### src/rtl/aes_pkg.sv
// aes_pkg: shared AES-128 constants and sequencer state encoding
package aes_pkg;
    localparam int AES_BLOCK_W   = 128;
    localparam int AES128_ROUNDS = 10;
    localparam int AES_RND_W     = 4;
    typedef enum logic [1:0] {
        IDLE  = 2'd0,
        ISSUE = 2'd1,
        WAIT  = 2'd2,
        DONE  = 2'd3
    } seq_state_e;
endpackage

### src/rtl/aes_round_sequencer_if.sv
// aes_round_sequencer_if: block I/O, round datapath and round-key store signals of the sequencer
interface aes_round_sequencer_if import aes_pkg::*; #(
    parameter int DATA_LEN = AES_BLOCK_W,
    parameter int RND_W    = AES_RND_W
) ();
    logic                in_valid;
    logic                in_ready;
    logic [DATA_LEN-1:0] in_data;
    logic                out_valid;
    logic                out_ready;
    logic [DATA_LEN-1:0] out_data;
    logic                dp_valid_in;
    logic [DATA_LEN-1:0] dp_data_in;
    logic                dp_final;
    logic                dp_valid_out;
    logic [DATA_LEN-1:0] dp_data_out;
    logic [RND_W-1:0]    rk_idx;
    logic [DATA_LEN-1:0] rk_data;
    logic                busy;
    logic [RND_W-1:0]    round;
    logic                err;
    modport master (
        input  in_valid, in_data, out_ready, dp_valid_out, dp_data_out, rk_data,
        output in_ready, out_valid, out_data, dp_valid_in, dp_data_in, dp_final, rk_idx, busy, round, err
    );
    modport slave (
        output in_valid, in_data, out_ready, dp_valid_out, dp_data_out, rk_data,
        input  in_ready, out_valid, out_data, dp_valid_in, dp_data_in, dp_final, rk_idx, busy, round, err
    );
endinterface

### src/rtl/aes_round_sequencer.sv
// aes_round_sequencer: iterative AES-128 controller driving a shared round datapath with inline AddRoundKey
module aes_round_sequencer import aes_pkg::*; #(
    parameter int DATA_LEN   = AES_BLOCK_W,
    parameter int NUM_ROUNDS = AES128_ROUNDS,
    parameter int RND_W      = AES_RND_W
) (
    input logic                   clk,
    input logic                   reset,
    aes_round_sequencer_if.master bus
);
    localparam logic [RND_W-1:0] LAST = RND_W'(NUM_ROUNDS);

    seq_state_e          state_q, state_d;
    logic [RND_W-1:0]    round_q, round_d;
    logic [DATA_LEN-1:0] state_reg_q, state_reg_d;
    logic                err_q, err_d;

    // per-block registers, cleared asynchronously so an in-flight block is dropped on reset
    always_ff @(posedge clk or negedge reset) begin
        if (!reset) begin
            state_q     <= IDLE;
            round_q     <= '0;
            state_reg_q <= '0;
            err_q       <= 1'b0;
        end else begin
            state_q     <= state_d;
            round_q     <= round_d;
            state_reg_q <= state_reg_d;
            err_q       <= err_d;
        end
    end

    // FSM sequencing, round counter and AddRoundKey; a datapath result outside WAIT only flags err
    always_comb begin
        state_d     = state_q;
        round_d     = round_q;
        state_reg_d = state_reg_q;
        err_d       = bus.dp_valid_out && (state_q != WAIT);
        case (state_q)
            IDLE: if (bus.in_valid) begin
                state_reg_d = bus.in_data ^ bus.rk_data;
                round_d     = RND_W'(1);
                state_d     = ISSUE;
            end
            ISSUE: state_d = WAIT;
            WAIT: if (bus.dp_valid_out) begin
                state_reg_d = bus.dp_data_out ^ bus.rk_data;
                if (round_q == LAST) state_d = DONE;
                else begin
                    round_d = round_q + RND_W'(1);
                    state_d = ISSUE;
                end
            end
            DONE: if (bus.out_ready) begin
                state_d = IDLE;
                round_d = '0;
            end
            default: state_d = IDLE;
        endcase
    end

    assign bus.in_ready    = state_q == IDLE;
    assign bus.busy        = state_q != IDLE;
    assign bus.out_valid   = state_q == DONE;
    assign bus.out_data    = state_reg_q;
    assign bus.dp_valid_in = state_q == ISSUE;
    assign bus.dp_data_in  = state_reg_q;
    assign bus.dp_final    = (state_q == ISSUE) && (round_q == LAST);
    assign bus.rk_idx      = (state_q == WAIT) ? round_q : '0;
    assign bus.round       = round_q;
    assign bus.err         = err_q;
endmodule
### src/flat_wrapper.sv
// flat-port wrapper written by rule: the top's interface ports become plain ports
module aes_round_sequencer_flat import aes_pkg::*;
#(
    parameter int DATA_LEN   = AES_BLOCK_W,
    parameter int NUM_ROUNDS = AES128_ROUNDS,
    parameter int RND_W      = AES_RND_W
)
  (clk, reset, bus_in_valid, bus_in_data, bus_out_ready, bus_dp_valid_out, bus_dp_data_out, bus_rk_data, bus_in_ready, bus_out_valid, bus_out_data, bus_dp_valid_in, bus_dp_data_in, bus_dp_final, bus_rk_idx, bus_busy, bus_round, bus_err);
  aes_round_sequencer_if #(.DATA_LEN(DATA_LEN), .RND_W(RND_W)) bus_i ();
  input logic clk;
  input logic reset;
  input wire logic [$bits(bus_i.in_valid)-1:0] bus_in_valid;
  input wire logic [$bits(bus_i.in_data)-1:0] bus_in_data;
  input wire logic [$bits(bus_i.out_ready)-1:0] bus_out_ready;
  input wire logic [$bits(bus_i.dp_valid_out)-1:0] bus_dp_valid_out;
  input wire logic [$bits(bus_i.dp_data_out)-1:0] bus_dp_data_out;
  input wire logic [$bits(bus_i.rk_data)-1:0] bus_rk_data;
  output wire logic [$bits(bus_i.in_ready)-1:0] bus_in_ready;
  output wire logic [$bits(bus_i.out_valid)-1:0] bus_out_valid;
  output wire logic [$bits(bus_i.out_data)-1:0] bus_out_data;
  output wire logic [$bits(bus_i.dp_valid_in)-1:0] bus_dp_valid_in;
  output wire logic [$bits(bus_i.dp_data_in)-1:0] bus_dp_data_in;
  output wire logic [$bits(bus_i.dp_final)-1:0] bus_dp_final;
  output wire logic [$bits(bus_i.rk_idx)-1:0] bus_rk_idx;
  output wire logic [$bits(bus_i.busy)-1:0] bus_busy;
  output wire logic [$bits(bus_i.round)-1:0] bus_round;
  output wire logic [$bits(bus_i.err)-1:0] bus_err;
  assign bus_i.in_valid = bus_in_valid;
  assign bus_i.in_data = bus_in_data;
  assign bus_i.out_ready = bus_out_ready;
  assign bus_i.dp_valid_out = bus_dp_valid_out;
  assign bus_i.dp_data_out = bus_dp_data_out;
  assign bus_i.rk_data = bus_rk_data;
  assign bus_in_ready = bus_i.in_ready;
  assign bus_out_valid = bus_i.out_valid;
  assign bus_out_data = bus_i.out_data;
  assign bus_dp_valid_in = bus_i.dp_valid_in;
  assign bus_dp_data_in = bus_i.dp_data_in;
  assign bus_dp_final = bus_i.dp_final;
  assign bus_rk_idx = bus_i.rk_idx;
  assign bus_busy = bus_i.busy;
  assign bus_round = bus_i.round;
  assign bus_err = bus_i.err;
  aes_round_sequencer #(.DATA_LEN(DATA_LEN), .NUM_ROUNDS(NUM_ROUNDS), .RND_W(RND_W)) u_core (.clk(clk), .reset(reset), .bus(bus_i));
endmodule
### config.mk
export PLATFORM = sky130hd
export DESIGN_NAME = aes_round_sequencer_flat
export DESIGN_NICKNAME = d
export VERILOG_FILES = /design/src/rtl/aes_pkg.sv /design/src/rtl/aes_round_sequencer_if.sv /design/src/rtl/aes_round_sequencer.sv /design/src/flat_wrapper.sv
export SDC_FILE = /design/constraint.sdc
export NUM_CORES = 1
export LEC_CHECK = 0
export CORE_AREA = 2 2 254 256
export CTS_BUF_LIST = sky130_fd_sc_hd__clkbuf_4
export CTS_CLUSTER_DIAMETER = 100
export DETAILED_ROUTE_END_ITERATION = 7
export DIE_AREA = 0 0 256 258
export GPL_TIMING_DRIVEN = 0
export PLACE_DENSITY_LB_ADDON = 0.12
export SETUP_SLACK_MARGIN = 0.3
export SLEW_MARGIN = 15
export SYNTH_ARGS = -nofsm -noshare
export SYNTH_HDL_FRONTEND = slang
export SYNTH_SLANG_ARGS = --single-unit
### constraint.sdc
create_clock -name clk -period 2.1 [get_ports clk]
set_input_delay 0.42 -clock clk [delete_from_list [all_inputs] [get_ports clk]]
set_output_delay 0.42 -clock clk [all_outputs]
set_load 0.02 [all_outputs]
# Word level (Yosys, flattened, before mapping)
# Index checks and enable logic that the tools add are counted.
[totals]
ff_bits = 135
input_bits = 389
output_inout_bits = 270
wordCells = 39
[classes]
add_sub_neg = 1
eq_ne = 9
mux = 14
bitwise_logic = 2
n_reduce_logical = 9
[ops]
columns = ["cell", "n"]
rows = [
  ["128-bit two-way mux", 2],
  ["128-bit one-hot mux with 2 select lines", 1],
  ["128-bit XOR", 2],
  ["4-bit two-way mux", 5],
  ["4-bit one-hot mux with 3 select lines", 1],
  ["2-bit != test (second input constant)", 5],
  ["2-bit two-way mux", 4],
  ["2-bit one-hot mux with 4 select lines", 1],
  ["3-bit AND reduction", 2],
  ["5-bit AND reduction", 1],
  ["4-bit by 1-bit adder with 4-bit output (second input constant)", 1],
  ["2-bit == test (second input constant)", 2],
  ["4-bit == test (second input constant)", 1],
  ["2-bit nonzero test", 2],
  ["3-bit nonzero test", 1],
  ["2-bit by 1-bit == test with 1-bit output (second input constant)", 1],
  ["1-bit logical AND", 2],
  ["2-bit zero test", 1],
]

# Longest topological paths before layout
[logic_depth]
word_depth = 4
mapped_depth = 9
depth_no_buf = 6

# Worst setup path before layout
# OpenSTA, ideal clock, no wires.
[synth_path]
path_type = "register to output"
start = "register u_core.round_q[0], in the netlist u_core.bus.round[0]"
end = "output port bus_dp_final"
arrival_time_ns = 1.401
required_ns = 1.680
path_slack_ns = 0.279
stages_incl_launch_ff = 5
path_buffers = 0
cell_sequence = "dfrtp_1 -> inv_1 -> ha_1 -> nand3b_1 -> nor3b_1"
[synth_between]
elab_chain_cells = 2
[synth_rtl]
columns = ["item", "line", "source"]
rows = [
  ["from (decl)", "aes_round_sequencer.sv:14", "logic [RND_W-1:0] round_q, round_d;"],
  ["from (signal assigned)", "aes_round_sequencer.sv:27", "round_q <= round_d;"],
  ["4-bit == test", "aes_round_sequencer.sv:68", "assign bus.dp_final = (state_q == ISSUE) && (round_q == LAST);"],
  ["1-bit logical AND", "aes_round_sequencer.sv:68", ""],
  ["to (decl)", "flat_wrapper.sv:23", "output wire logic [$bits(bus_i.dp_final)-1:0] bus_dp_final;"],
]
# No other way between the ends.

# Worst setup path after layout
[layout_path]
start = "register u_core.round_q[0], in the netlist u_core.bus.round[0]"
end = "register u_core.round_q[3], in the netlist u_core.bus.round[3]"
[layout_between]
elab_chain_cells = 4
elab_cells_between_ends = 7
classes_between = "add/sub (1); eq/ne (2); mux (3); reduce/logical (1)"
[layout_rtl]
columns = ["item", "line", "source"]
rows = [
  ["4-bit by 1-bit adder with 4-bit output", "aes_round_sequencer.sv:50", "round_d = round_q + RND_W'(1);"],
  ["4-bit two-way mux", "aes_round_sequencer.sv:48", "if (round_q == LAST) state_d = DONE;"],
  ["4-bit two-way mux", "aes_round_sequencer.sv:46", "WAIT: if (bus.dp_valid_out) begin"],
  ["4-bit one-hot mux with 3 select lines", "aes_round_sequencer.sv:39", "case (state_q)"],
]
# Parallel ways exist; a longest one is shown, timed or not. The select of a mux whose other input is x is not followed.
# A chain may end at the register's enable or synchronous reset.

==> flow_summary.json <==
{
  "outcome": "finished with violations",
  "violations": "setup timing",
  "num-fill-cells": 6652,
  "drc": 0,
  "die_w_um": 256,
  "area_growth_pct": 141,
  "final_nets": 2239,
  "ff2ff_path_depth": 13,
  "drt_pass1_iterations": 4,
  "power_mw": 32.1,
  "drv_slew": 0,
  "synthCells": 859,
  "worst_r2r_endpoint": "u_core.bus.round[3]$_DFFE_PN0P_",
  "clock_skew_ns": 0.0220,
  "synthSimpleGateAreaFrac": 0.0707,
  "reg2reg_from": "u_core.bus.round[0]$_DFFE_PN0P_",
  "whs_ns": 0.227,
  "hold_viol": 0,
  "yosys_warnings": 0,
  "floorplan.die_area_um2": 66000,
  "numCtsBuffers": 17,
  "wl_met3_mm": 3.89,
  "rsz0062_at_grt": "yes",
  "dp_hpwl_mm": 37.1,
  "clockRootBuffer": "clkbuf_4",
  "routed_via_density": 3.58,
  "yosysUniqueCellTypes": 29,
  "post-route-period-util": 1.07,
  "synth_mux_area_frac": 0.154,
  "hold_path.class": "primary input to async pin",
  "max_freq_ghz": 0.443,
  "antenna_found_initial": 5,
  "setup_viol": 68,
  "critPathKind": "flop to flop",
  "clockBufferDepth": 2,
  "cts_tree": "done",
  "synth-xor-area-share": 0.131,
  "reg2reg_slack_ns": -0.16,
  "fp.dieH_um": 258,
  "grt_util_all_layers": 0.154,
  "worstPathMaxFanout": 3,
  "p_per_area_nw_per_um2": 1560,
  "drtIter0Drc": 247,
  "avgRoutedWirePerCell_um": 19.1,
  "path_clk_slew_ns": 0.14,
  "vias": 9739,
  "setup_ws_ns": -0.155,
  "io_pins": 659,
  "vdd_drop_max_v": 0.000661,
  "cp-start-kind": "flop",
  "seq_area_frac_synth": 0.396,
  "clkLatencyLatePin_ns": 0.72,
  "worst_slew_pin_slew_ns": 0.633,
  "synth-seq-cells": 135,
  "first_global_vias": 10178,
  "h-tree-depth": 4,
  "ant_nets": 0,
  "fp-row-count": 93,
  "cts.sinks": 135,
  "coreArea_um2": 63600,
  "top_layer": "met5",
  "yosys.area_share.adder": 0.00293,
  "slew_headroom": 0.578,
  "cellLeakagePower_nw": 9.52,
  "syn_area_um2": 8530,
  "avgSynthCellArea_um2": 9.94,
  "grt_max_degree": 72,
  "globalRoute.totalOverflow": 0,
  "wl_met1_mm": 19.4,
  "start_util": 0.134,
  "arrival_ns": 2.89,
  "endpoint_kind": "flop",
  "synth_compound_area_frac": 0.0840,
  "layout-drive-gt1-share": 0.471,
  "port_buffers": 658,
  "grt_pass1_wl_mm": 72.5,
  "critPathRequiredTime_ns": 2.74,
  "place.gp.congestion": 0.829,
  "wl_mm": 51.9,
  "met2_length_mm": 27.8,
  "synth_nets": 1250,
  "post-route-min-period_ns": 2.26,
  "cap_violations": 0,
  "synth_top_family_by_area": "buffers and inverters"
}
layout make-up:
cell class	count	area, µm²	share of cell area
repair buffers	970	9750	0.473
multi-input cells	548	3990	0.194
flip-flops and latches	135	3410	0.166
plain buffers	173	2070	0.101
well taps	855	1070	0.0520
clock inverters	14	136	0.00663
clock buffers	17	128	0.00620
diodes	7	17.5	0.000851
inverters	3	11.3	0.000547
critical path, stage by stage, from the launching register on:
cell	delay (ns)
dfrtp_2	0.44
inv_2	0.08
ha_4	0.12
nand3b_1	0.12
buf_4	0.17
buf_6	0.10
buf_6	0.10
buf_6	0.10
buf_6	0.10
buf_6	0.10
buf_6	0.11
and2_4	0.17
a221oi_4	0.29
a22o_1	0.19
Yosys cell counts (all sizes together):
cell	instances	area, µm²
and3	1	6.26
ha	2	25.0
and2	5	31.3
o21ai	130	654
a221oi	2	23.8
o2bb2ai	1	8.76
nor2b	3	21.3
or2	1	6.26
xor2	128	1120
nand4	1	6.26
inv	3	11.3
nand2	133	499
nor2	2	7.51
a21boi	1	7.51
nor3b	1	7.51
dfrtp	135	3380
nand3b	1	7.51
a22o	2	17.5
clkbuf	12	45.0
buf	161	1320
a21oi	1	5.00
nand3	2	10.0
mux2i	131	1310
flip-flops by register name, indices dropped and copies added (netlist names):
register               count
u_core.bus.dp_data_in    128
u_core.bus.round           4
u_core.bus.err             1
u_core.state_q             2
cells in the final DEF (no fill, tap or decap), types with 2 or more instances in the layout:
cell type,instances
o21ai_2,15
buf_2,76
buf_16,21
nand3_1,2
clkinv_2,6
dfrtp_2,27
diode_2,7
a22o_1,2
clkbuf_8,2
xor2_1,127
dfrtp_1,108
o21ai_1,114
buf_12,21
clkbuf_2,6
buf_6,444
clkdlybuf4s50_1,387
buf_8,12
bufinv_16,2
mux2i_1,130
nand2_2,32
buf_4,170
nand2_1,100
clkbuf_4,19
clkinv_4,4
and2_4,5
nor2b_1,2
inv_2,2
cells by family (layout without fill, tap and decap cells):
logic type | count (synthesis) | in the layout
muxes | 131 | 131
DFF | 135 | 135
and+or+nand+nor | 150 | 150
AOI/OAI and AO/OA | 137 | 137
other | 0 | 7
buffers and inverters | 176 | 1177
adders and majority gates | 2 | 2
xor gates and xnor gates | 128 | 128
metal layers:
metal  track usage  up-vias
met5             0        -
met4        0.0463        4
met3        0.0521       44
met2         0.283      424
met1         0.166     4540
li1              -     4727
where the power goes:
part | total [mW] | switching (mW) | internal (mW)
registers | 5.08 | 1.16 | 3.92
logic | 25.1 | 11.0 | 14.2
clock network | 1.88 | 1.20 | 0.687
how the worst max path moves through the flow:
| stage | slack (ns) | depth (start not counted) | endpoint | startpoint |
|---|---|---|---|---|
| after floorplan | 0.46 | 4 | bus_dp_final | u_core.bus.round[0]$_DFFE_PN0P_ |
| after global placement | -5.93 | 1 | u_core.bus.dp_data_in[71]$_DFFE_PN0P_ | reset |
| after detailed placement | -0.97 | 7 | u_core.bus.dp_data_in[62]$_DFFE_PN0P_ | bus_dp_valid_out |
| after CTS | -0.35 | 6 | bus_rk_idx[0] | u_core.state_q[1]$_DFFE_PN0P_ |
| after global routing | -0.30 | 6 | bus_rk_idx[0] | u_core.state_q[1]$_DFFE_PN0P_ |
| final | -0.16 | 13 | u_core.bus.round[3]$_DFFE_PN0P_ | u_core.bus.round[0]$_DFFE_PN0P_ |
per-stage QoR:
step	utilization	instance area, µm²	std cells	setup TNS, ns	setup WS (ns)
after global routing	0.323	20600	2720	-18.72	-0.301
final	0.323	20600	2722	-4.02	-0.155
after floorplan	-	8540	859	0	0.457
after global placement	0.254	16200	2372	-863.08	-5.93
after detailed placement	0.255	16200	2373	-69.72	-0.975
after CTS	0.301	19200	2600	-9.64	-0.350
what timing repair did:
item                                     CTS  global route
pin swaps                                 14            13
resized for setup                       1743           164
endpoints found under the setup margin   399           397
hold buffers                               1             0
hold endpoints to repair                  72             0
cloned                                    18             1
setup buffers                            177           114
Power figures use the tool's default switching activity.
